[config.mk]
export PLATFORM = sky130hd
export DESIGN_NAME = serial_subtractor
export DESIGN_NICKNAME = d
export VERILOG_FILES = /design/src/rtl/serial_subtractor.sv
export SDC_FILE = /design/constraint.sdc
export NUM_CORES = 1
export LEC_CHECK = 0
export CORE_ASPECT_RATIO = 1.25
export CORE_UTILIZATION = 57
export CTS_BUF_LIST = sky130_fd_sc_hd__clkbuf_8
export CTS_CLUSTER_SIZE = 20
export DETAILED_ROUTE_END_ITERATION = 6
export HOLD_SLACK_MARGIN = 0.12
export PLACE_DENSITY = 0.95
export RECOVER_POWER = 25
export SLEW_MARGIN = 5
export SYNTH_ARGS = -nofsm -noshare
export SYNTH_HDL_FRONTEND = slang
export SYNTH_SLANG_ARGS = --single-unit
[constraint.sdc]
create_clock -name clk -period 5.73 [get_ports clk]
set_input_delay 0.8595 -clock clk [delete_from_list [all_inputs] [get_ports clk]]
set_output_delay 0.8595 -clock clk [all_outputs]
set_load 0.01 [all_outputs]
[src/rtl/serial_subtractor.sv]
// Multi-cycle X - Y - Bin, CHUNK bits per cycle, LSB slice first. out_valid rises W/CHUNK edges after accept.
// in_ready only in IDLE; the result is held in DONE for as long as out_ready stays low.
module serial_subtractor #(
  parameter int W     = 32,
  parameter int CHUNK = 8
) (
  input  logic         clk,
  input  logic         rst_n,
  input  logic         in_valid,
  output logic         in_ready,
  input  logic [W-1:0] X,
  input  logic [W-1:0] Y,
  input  logic         Bin,
  output logic         out_valid,
  input  logic         out_ready,
  output logic [W-1:0] D,
  output logic         Bout,
  output logic         OF
);

  localparam int N  = W / CHUNK;
  localparam int CW = $clog2(N);
  localparam logic [CW-1:0] LAST = CW'(N - 1);

  typedef enum logic [1:0] {IDLE, BUSY, DONE} state_t;

  state_t        r_state;
  logic [W-1:0]  r_x;
  logic [W-1:0]  r_y;
  logic [CW-1:0] r_cnt;
  logic          r_borrow;
  logic [W-1:0]  r_d;
  logic          r_bout;
  logic          r_of;
  logic          r_in_ready;
  logic          r_out_valid;

  logic [CHUNK-1:0] w_xk;
  logic [CHUNK-1:0] w_yk;
  logic [CHUNK:0]   w_sum;

  // Subtraction as addition of the complement; carry-in is the inverted borrow.
  assign w_xk  = r_x[r_cnt*CHUNK +: CHUNK];
  assign w_yk  = r_y[r_cnt*CHUNK +: CHUNK];
  assign w_sum = {1'b0, w_xk} + {1'b0, ~w_yk} + {{CHUNK{1'b0}}, ~r_borrow};

  always_ff @(posedge clk or negedge rst_n) begin
    if (!rst_n) begin
      r_state     <= IDLE;
      r_x         <= '0;
      r_y         <= '0;
      r_cnt       <= '0;
      r_borrow    <= 1'b0;
      r_d         <= '0;
      r_bout      <= 1'b0;
      r_of        <= 1'b0;
      r_in_ready  <= 1'b1;
      r_out_valid <= 1'b0;
    end else begin
      case (r_state)
        IDLE: begin
          if (in_valid) begin
            r_x        <= X;
            r_y        <= Y;
            r_borrow   <= Bin;
            r_cnt      <= '0;
            r_in_ready <= 1'b0;
            r_state    <= BUSY;
          end
        end
        BUSY: begin
          r_d[r_cnt*CHUNK +: CHUNK] <= w_sum[CHUNK-1:0];
          r_borrow                  <= ~w_sum[CHUNK];
          if (r_cnt == LAST) begin
            r_cnt       <= '0;
            r_bout      <= ~w_sum[CHUNK];
            r_of        <= (r_x[W-1] ^ r_y[W-1]) & (w_sum[CHUNK-1] ^ r_x[W-1]);
            r_out_valid <= 1'b1;
            r_state     <= DONE;
          end else begin
            r_cnt <= r_cnt + CW'(1);
          end
        end
        DONE: begin
          if (out_ready) begin
            r_out_valid <= 1'b0;
            r_in_ready  <= 1'b1;
            r_state     <= IDLE;
          end
        end
        default: begin
          r_state     <= IDLE;
          r_in_ready  <= 1'b1;
          r_out_valid <= 1'b0;
        end
      endcase
    end
  end

  assign in_ready  = r_in_ready;
  assign out_valid = r_out_valid;
  assign D         = r_d;
  assign Bout      = r_bout;
  assign OF        = r_of;

endmodule

# After elaboration in Yosys (flattened, before gate mapping)
# Cells that the tools add are included.
# W data, S select, Z words.
# classes
addsub	4
eq_ne	6
n_shift	4
mux	16
bitwise_logic	8
reduce_logical	8
# op_table
op	count
$shiftx A32 B6 Y8	2
$neg A5 Y34	1
$shift A8 B34 Y32 const A	1
$shiftx A8 B34 Y32	1
$bwmux W32	1
$mux W2	5
$add A8 B8 Y9	1
$add A9 B1 Y9	1
$reduce_and A3 Y1	3
$not A8 Y8	1
$ne A2 B2 Y1 const B	3
$pmux W1 S3	2
$pmux W2 S3	1
$reduce_and A2 Y1	3
$mux W1	5
$eq A2 B2 Y1 const B	2
$not A1 Y1	4
$pmux W2 S2	1
$add A2 B1 Y2 const B	1
$eq A2 B1 Y1 const B	1
$logic_not A2 Y1	1
$pmux W1 S2	1
$reduce_bool A2 Y1	1
$xor A1 B1 Y1	2
$and A1 B1 Y1	1
# word_totals
ff_bits	105
out_inout_bits	36
word_cells	56

# Depth between registers and ports, before layout
# Gate-level depths: netlist of run 1.
# depth
depth_word	6
mapped_depth	11

# Worst setup path before layout of run 1
# No wires, ideal clock.
# synth_path
path_kind	reg2reg
start	register r_cnt[0]
end	register r_d[22] (netlist: D[22])
t_arrival_ns	2.701
path_slack_ns	2.902
path_stages_with_launch	12
path_buffers	1
path_cell_list	dfrtp_1 > buf_2 > mux4_2 > inv_1 > fa_1 > inv_1 > fa_1 > a21oi_1 > o211ai_1 > a211o_1 > nand2_1 > o21ai_0
# synth_via
elab_chain_cells	6
elab_cells_between_ends	9
classes_between	add/sub (3); shift (4); mux (1); bitwise (1)
# synth_rtl
element	line	source
start: declaration	30	logic [CW-1:0] r_cnt;
start signal: assignment	81	r_cnt <= r_cnt + CW'(1);
$shiftx A32 B6 Y8	44	assign w_yk = r_y[r_cnt*CHUNK +: CHUNK];
$not A8 Y8	45	assign w_sum = {1'b0, w_xk} + {1'b0, ~w_yk} + {{CHUNK{1'b0}}, ~r_borrow};
$add A8 B8 Y9	45	
$add A9 B1 Y9	45	
$shiftx A8 B34 Y32	72	r_d[r_cnt*CHUNK +: CHUNK] <= w_sum[CHUNK-1:0];
$bwmux W32 (*)	72	
end signal: indexed assignment	72	
end: declaration	32	logic [W-1:0] r_d;
# Every way passes the cells marked *; elsewhere a longest branch is shown, timed or not.
# A chain may end at the register's enable or synchronous reset.

==> flow_summary.ini, run 1 <==
[drt]
post_drt_wl_per_cell_um = 18.38
remaining_drc_errors = 10
first_pass_iters = 7
via_count = 3288
via_per_inst = 5.882
antenna_left = 0
wl_mm = 10.28
drt_iter0_drc = 180

[sta]
whs_ns = 0.4877
tightest_slew_ns = 2.329
fmax_mhz = 279.2
slew-limit-headroom_pct = -55.27
finalClockSkew_ns = 0.01466
finalMaxSlewViolations = 47
post-route-min-period_ns = 3.581
rsz0062_at_grt = false
fin_ws_ns = 2.149
min_period_over_period_pct = 62.50
hold_viol_final = 0
setup_viol = 0
setup-tns-final_ns = 0

[layout]
area_delta_synth_final_pct = 25.82
drive_above_1_share_pct = 9.740
finish.utilization_pct = 74.13
num-nets-final = 541
antennaDiodeCount = 0
final_common_cell = dfrtp_1
mostFrequentLayoutCells = dfrtp_1 (104), clkdlybuf4s50_1 (102), mux2_1 (64)

[clock_tree]
cts_resized = 0
cts_sinks = 105
htreeDepth = 3
cts-root-buf = clkbuf_8
cts_tree = yes
cts_buffers = 9
clkTransAtPathRegs_ns = 0.09
post-cts-setup-buffer-count = 0
cts_buffer_depth = 2
clkLatencyLatePin_ns = 0.37
hold_buffers = 0

[synthesis]
synth_edf_count = 0
synth_cells = 352
synth_warnings = 0
syn_area_um2 = 4855
ys.flop_type = dfrtp_1
synth_cell_types = 43
synth_fp_nets = 436
synth-seq-area-share_pct = 54.15
async_reset_ff_share_pct = 100.0
syn-mean-instance-area_um2 = 13.79
ys_ff_latch = 105

[global_routing]
first_global_vias = 3452
grt_antenna_before_repair = 0
grt_pass1_wl_mm = 17.15
overflow = 0
track_usage_pct = 25.35
grt_max_degree = 61

[floorplan]
ioPinCount = 105
row_count = 37
die_y_um = 105.2
dieArea_um2 = 8892
initial_core_util_pct = 58.91
coreArea_um2 = 8240
die_w_um = 84.55

[placement]
gp_congestion = 0.7990
pre_cts_slack_ns = 2.232
portBuffers = 104
hpwl_mm = 7.869

[critical_path]
r2r-start = r_cnt[0]
r2r-end = D[6]
cp-end-kind = asynchronous set/reset pin
crit_path_max_incr_delay_ns = 1.63
critPathKind = primary input to asynchronous set/reset pin
rrSetupSlack_ns = 2.23
worstRegToRegCells = 11
path_cells = clkbuf_1 -> clkbuf_2
cp.required_ns = 5.98
critical_path_peak_fanout = 60
startpoint_type = primary input
worstPathArrival_ns = 3.83
critical_path_depth = 2
crit_buf_inv = 2
slowest_stage = clkbuf_1
critPathTopFamily = buffers and inverters

[min_path]
min_to = r_x[17]
min_path_cells = 1
min_path_type = flip-flop to flip-flop
hold_path_startpoint = r_x[17]

[power]
irDropWorstVdd_uv = 353.3
power_leakage_nw = 2.639
power_density_nw_per_um2 = 633.4

[run_status]
status = complete, but fails checks
failed_checks = design-rule violations, max-capacitance violations, max-slew violations

[run]
drv_cap = 1
[sequential cells by signal, indices dropped and copies added (netlist names), 2 cells and up]
register,count
r_x,32
r_cnt,2
r_state,2
r_y,32
D,32
[logic make-up after synthesis]
logic type | count (synthesis) | share of synthesized area [%]
DFF | 105 | 54.15
buffers and inverters | 28 | 3.479
AOI/OAI and AO/OA | 55 | 8.480
xor gates and xnor gates | 4 | 0.7216
muxes | 81 | 22.47
and+or+nand+nor | 64 | 6.521
adders and majority gates | 15 | 4.175
[how the worst max path moves through the flow]
stage | start | end
global route | rst_n | r_x[13]
floorplan | r_cnt[0] | D[22]
detailed placement | r_cnt[0] | D[6]
CTS | r_cnt[0] | D[6]
global placement | r_cnt[0] | D[6]
finish | rst_n | r_x[13]
[metal layers]
layer / up-vias / track usage (%) / part of all wire, %
met5: - / 0 / 0
met2: 135 / 44.48 / 54
li1: 1472 / - / -
met4: 0 / 7.506 / 1.5
met3: 15 / 5.766 / 5.1
met1: 1666 / 31.25 / 39
[Yosys cell counts, types with 2 or more instances]
cell type	n	area [um^2]
dfrtp_1	104	2603
mux2_1	64	720.7
nand2_1	27	101.4
a22o_1	21	183.9
mux4_2	16	360.4
inv_1	15	56.30
nor2_1	15	56.30
ha_1	13	162.7
o21ai_0	8	40.04
buf_6	7	78.83
o21ai_1	7	35.03
a21oi_1	5	25.02
nand2b_1	5	31.28
nor2b_1	4	25.02
xnor2_1	4	35.03
buf_2	3	15.01
a211o_1	2	17.52
buf_4	2	15.01
fa_1	2	40.04
nand2_2	2	12.51
nand4_1	2	12.51
nor3_2	2	20.02
o21a_1	2	15.01
[stage by stage]
step           total power [mW]  area (um^2)  std cells
2_1_floorplan             2.780         4855        352
3_3_place_gp              3.296         5932        543
3_5_place_dp              3.441         5932        543
4_1_cts                   3.859         6115        559
5_1_grt                   4.133         6108        559
6_report                  3.869         6108        559
[final cells by class]
type                       count  area (um^2)
tap                           97        121.4
clock inverter                 5        31.28
timing repair buffer         107         1055
multi-input combinational    219         2064
clock buffer                  11        151.4
fill                         550         2132
sequential                   105         2629
inverter                      15        56.30
[where the power goes]
group          total, mW  switching [mW]  internal, mW
sequential          1.32           0.241          1.08
clock              0.425           0.244         0.180
combinational       2.13            1.13          1.00
total               3.87            1.61          2.26
Note: power is estimated with default switching activity, not from simulation.
==> run 2, diff against run 1 <==
--- a/config.mk
+++ b/config.mk
@@ -6,12 +6,12 @@
 export NUM_CORES = 1
 export LEC_CHECK = 0
 export CORE_ASPECT_RATIO = 1.25
-export CORE_UTILIZATION = 57
+export CORE_UTILIZATION = 53
 export CTS_BUF_LIST = sky130_fd_sc_hd__clkbuf_8
 export CTS_CLUSTER_SIZE = 20
 export DETAILED_ROUTE_END_ITERATION = 6
 export HOLD_SLACK_MARGIN = 0.12
-export PLACE_DENSITY = 0.95
+export PLACE_DENSITY = 0.9
 export RECOVER_POWER = 25
 export SLEW_MARGIN = 5
 export SYNTH_ARGS = -nofsm -noshare
==> constraint.sdc (replaced) <==
create_clock -name clk -period 3.5 [get_ports clk]
set_input_delay 0.525 -clock clk [delete_from_list [all_inputs] [get_ports clk]]
set_output_delay 0.525 -clock clk [all_outputs]
set_load 0.01 [all_outputs]
==> flow_summary.ini, run 2 (same netlist as run 1, synthesis figures left out) <==
[layout]
final_common_cell = dfrtp_1
fillers = 581
final_cells = 584
num-nets-final = 543
finish.utilization_pct = 70.48
drive_above_1_share_pct = 10.56
mostFrequentLayoutCells = dfrtp_1 (104), clkdlybuf4s50_1 (103), mux2_1 (64)
antennaDiodeCount = 0
area_delta_synth_final_pct = 27.71

[clock_tree]
hold_buffers = 0
cts_buffers = 9
post-cts-setup-buffer-count = 0
clkTransAtPathRegs_ns = 0.10
htreeDepth = 3
cts_tree = yes
clkLatencyLatePin_ns = 0.38
cts-root-buf = clkbuf_8
cts_resized = 0
cts_buffer_depth = 2
cts_sinks = 105

[global_routing]
first_global_vias = 3487
grt_max_degree = 65
grt_pass1_wl_mm = 17.09
grt_antenna_before_repair = 0
overflow = 0
track_usage_pct = 24.07

[power]
power_leakage_nw = 2.666
power_density_nw_per_um2 = 1035
irDropWorstVdd_uv = 546.9

[critical_path]
worstRegToRegCells = 8
rrSetupSlack_ns = 0.40
slowest_stage = dfrtp_1
crit_path_max_incr_delay_ns = 0.67
r2r-start = r_cnt[0]
r2r-end = Bout
cp.required_ns = 3.77
critPathKind = flip-flop to flip-flop
path_cells = buf_4 -> mux4_2 -> fa_1 -> a21oi_1 -> o211ai_1 -> o21ai_0 -> a21boi_1 -> o31ai_1
cp-end-kind = flip-flop
worstPathArrival_ns = 3.37
critical_path_peak_fanout = 10
startpoint_type = flip-flop

[sta]
min_period_over_period_pct = 88.50
setup_viol = 0
tightest_slew_ns = 2.889
setup-tns-final_ns = 0
fmax_mhz = 322.9
finalClockSkew_ns = 0.01014
fin_ws_ns = 0.4026
hold_viol_final = 0
rsz0062_at_grt = false
post-route-min-period_ns = 3.097
slew-limit-headroom_pct = -92.57
finalMaxSlewViolations = 54

[drt]
via_count = 3297
wl_mm = 10.44
via_per_inst = 5.646
antenna_left = 0
drt_iter0_drc = 131
first_pass_iters = 4
remaining_drc_errors = 0
post_drt_wl_per_cell_um = 17.87

[placement]
gp_congestion = 0.9230
pre_cts_slack_ns = 0.3826
dp.cells = 568
portBuffers = 104
hpwl_mm = 7.998

[run_status]
failed_checks = max-capacitance violations, max-slew violations
status = complete, but fails checks

[min_path]
min_path_type = flip-flop to flip-flop
hold_path_startpoint = r_y[18]
min_path_cells = 1
min_to = r_y[18]

[floorplan]
die_w_um = 87.60
coreArea_um2 = 8796
ioPinCount = 105
initial_core_util_pct = 55.19
die_y_um = 109.0
row_count = 38
dieArea_um2 = 9549

[run]
drv_cap = 1
run 2: cell types whose count changed in the layout (fill, tap and decap cells not counted), sizes merged:
cell,change
clkbuf,-2
bufinv,+1
dlygate4sd3,-1
inv,-1
clkinv,+2
buf,+3
clkdlybuf4s50,+1
clkinvlp,-1
run 2: critical path: cells and delay by family (launching register included):
family / cells / cell delay (ns)
compound gates: 5 / 0.99
fa+ha+maj: 1 / 0.47
buf+inv: 1 / 0.29
flops: 1 / 0.67
mux: 1 / 0.56
run 2: stage by stage:
stage	power (mW)	hold slack (ns)	instance area [um^2]
4_1_cts	6.403	0.1986	6203
2_1_floorplan	4.552	0.2294	4855
3_5_place_dp	5.635	0.4686	6001
6_report	6.414	0.4906	6200
3_3_place_gp	5.436	0.4632	6001
5_1_grt	6.839	0.5131	6200
run 2: layout make-up:
| type | instances | area [um^2] | area share (%) |
|---|---|---|---|
| clock buffer | 10 | 137.6 | 2.220 |
| clock inverter | 6 | 65.06 | 1.049 |
| inverter | 15 | 56.30 | 0.9082 |
| multi-input combinational | 219 | 2064 | 33.30 |
| sequential | 105 | 2629 | 42.40 |
| tap | 120 | 150.1 | 2.422 |
| timing repair buffer | 109 | 1097 | 17.70 |
run 2: worst max-delay path by stage:
stage / endpoint / start / slack (ns) / depth (start not counted)
2_1_floorplan: D[22] / r_cnt[0] / 0.67 / 11
3_3_place_gp: D[22] / r_cnt[0] / 0.54 / 8
3_5_place_dp: Bout / r_cnt[0] / 0.38 / 8
4_1_cts: Bout / r_cnt[0] / 0.37 / 8
5_1_grt: Bout / r_cnt[0] / 0.12 / 10
6_report: Bout / r_cnt[0] / 0.40 / 8
run 2: power breakdown:
part / internal [mW] / leakage [nW] / switching [mW]
Combinational: 1.66 / 1.26 / 1.85
Clock: 0.353 / 0.103 / 0.416
Sequential: 1.76 / 1.30 / 0.366
Total: 3.78 / 2.67 / 2.63
run 2: per-layer routing:
metal  track usage, %  share of wire (%)  wire length (um)  up-vias
met5                0                  0                 0        -
met2            40.79                 52              5436      148
met4            12.88                2.9               306        0
li1                 -                  -                 -     1485
met1            29.46                 40              4140     1639
met3            3.936                5.3               551       25
==> run 3, diff against run 2 <==
--- a/config.mk
+++ b/config.mk
@@ -5,6 +5,8 @@
 export SDC_FILE = /design/constraint.sdc
 export NUM_CORES = 1
 export LEC_CHECK = 0
+export ABC_CLOCK_PERIOD_IN_PS = 3500
+export CAP_MARGIN = 5
 export CORE_ASPECT_RATIO = 1.25
 export CORE_UTILIZATION = 53
 export CTS_BUF_LIST = sky130_fd_sc_hd__clkbuf_8
==> results of run 3 <==
No change in the layout: final DEF, timing and power equal those of run 2.
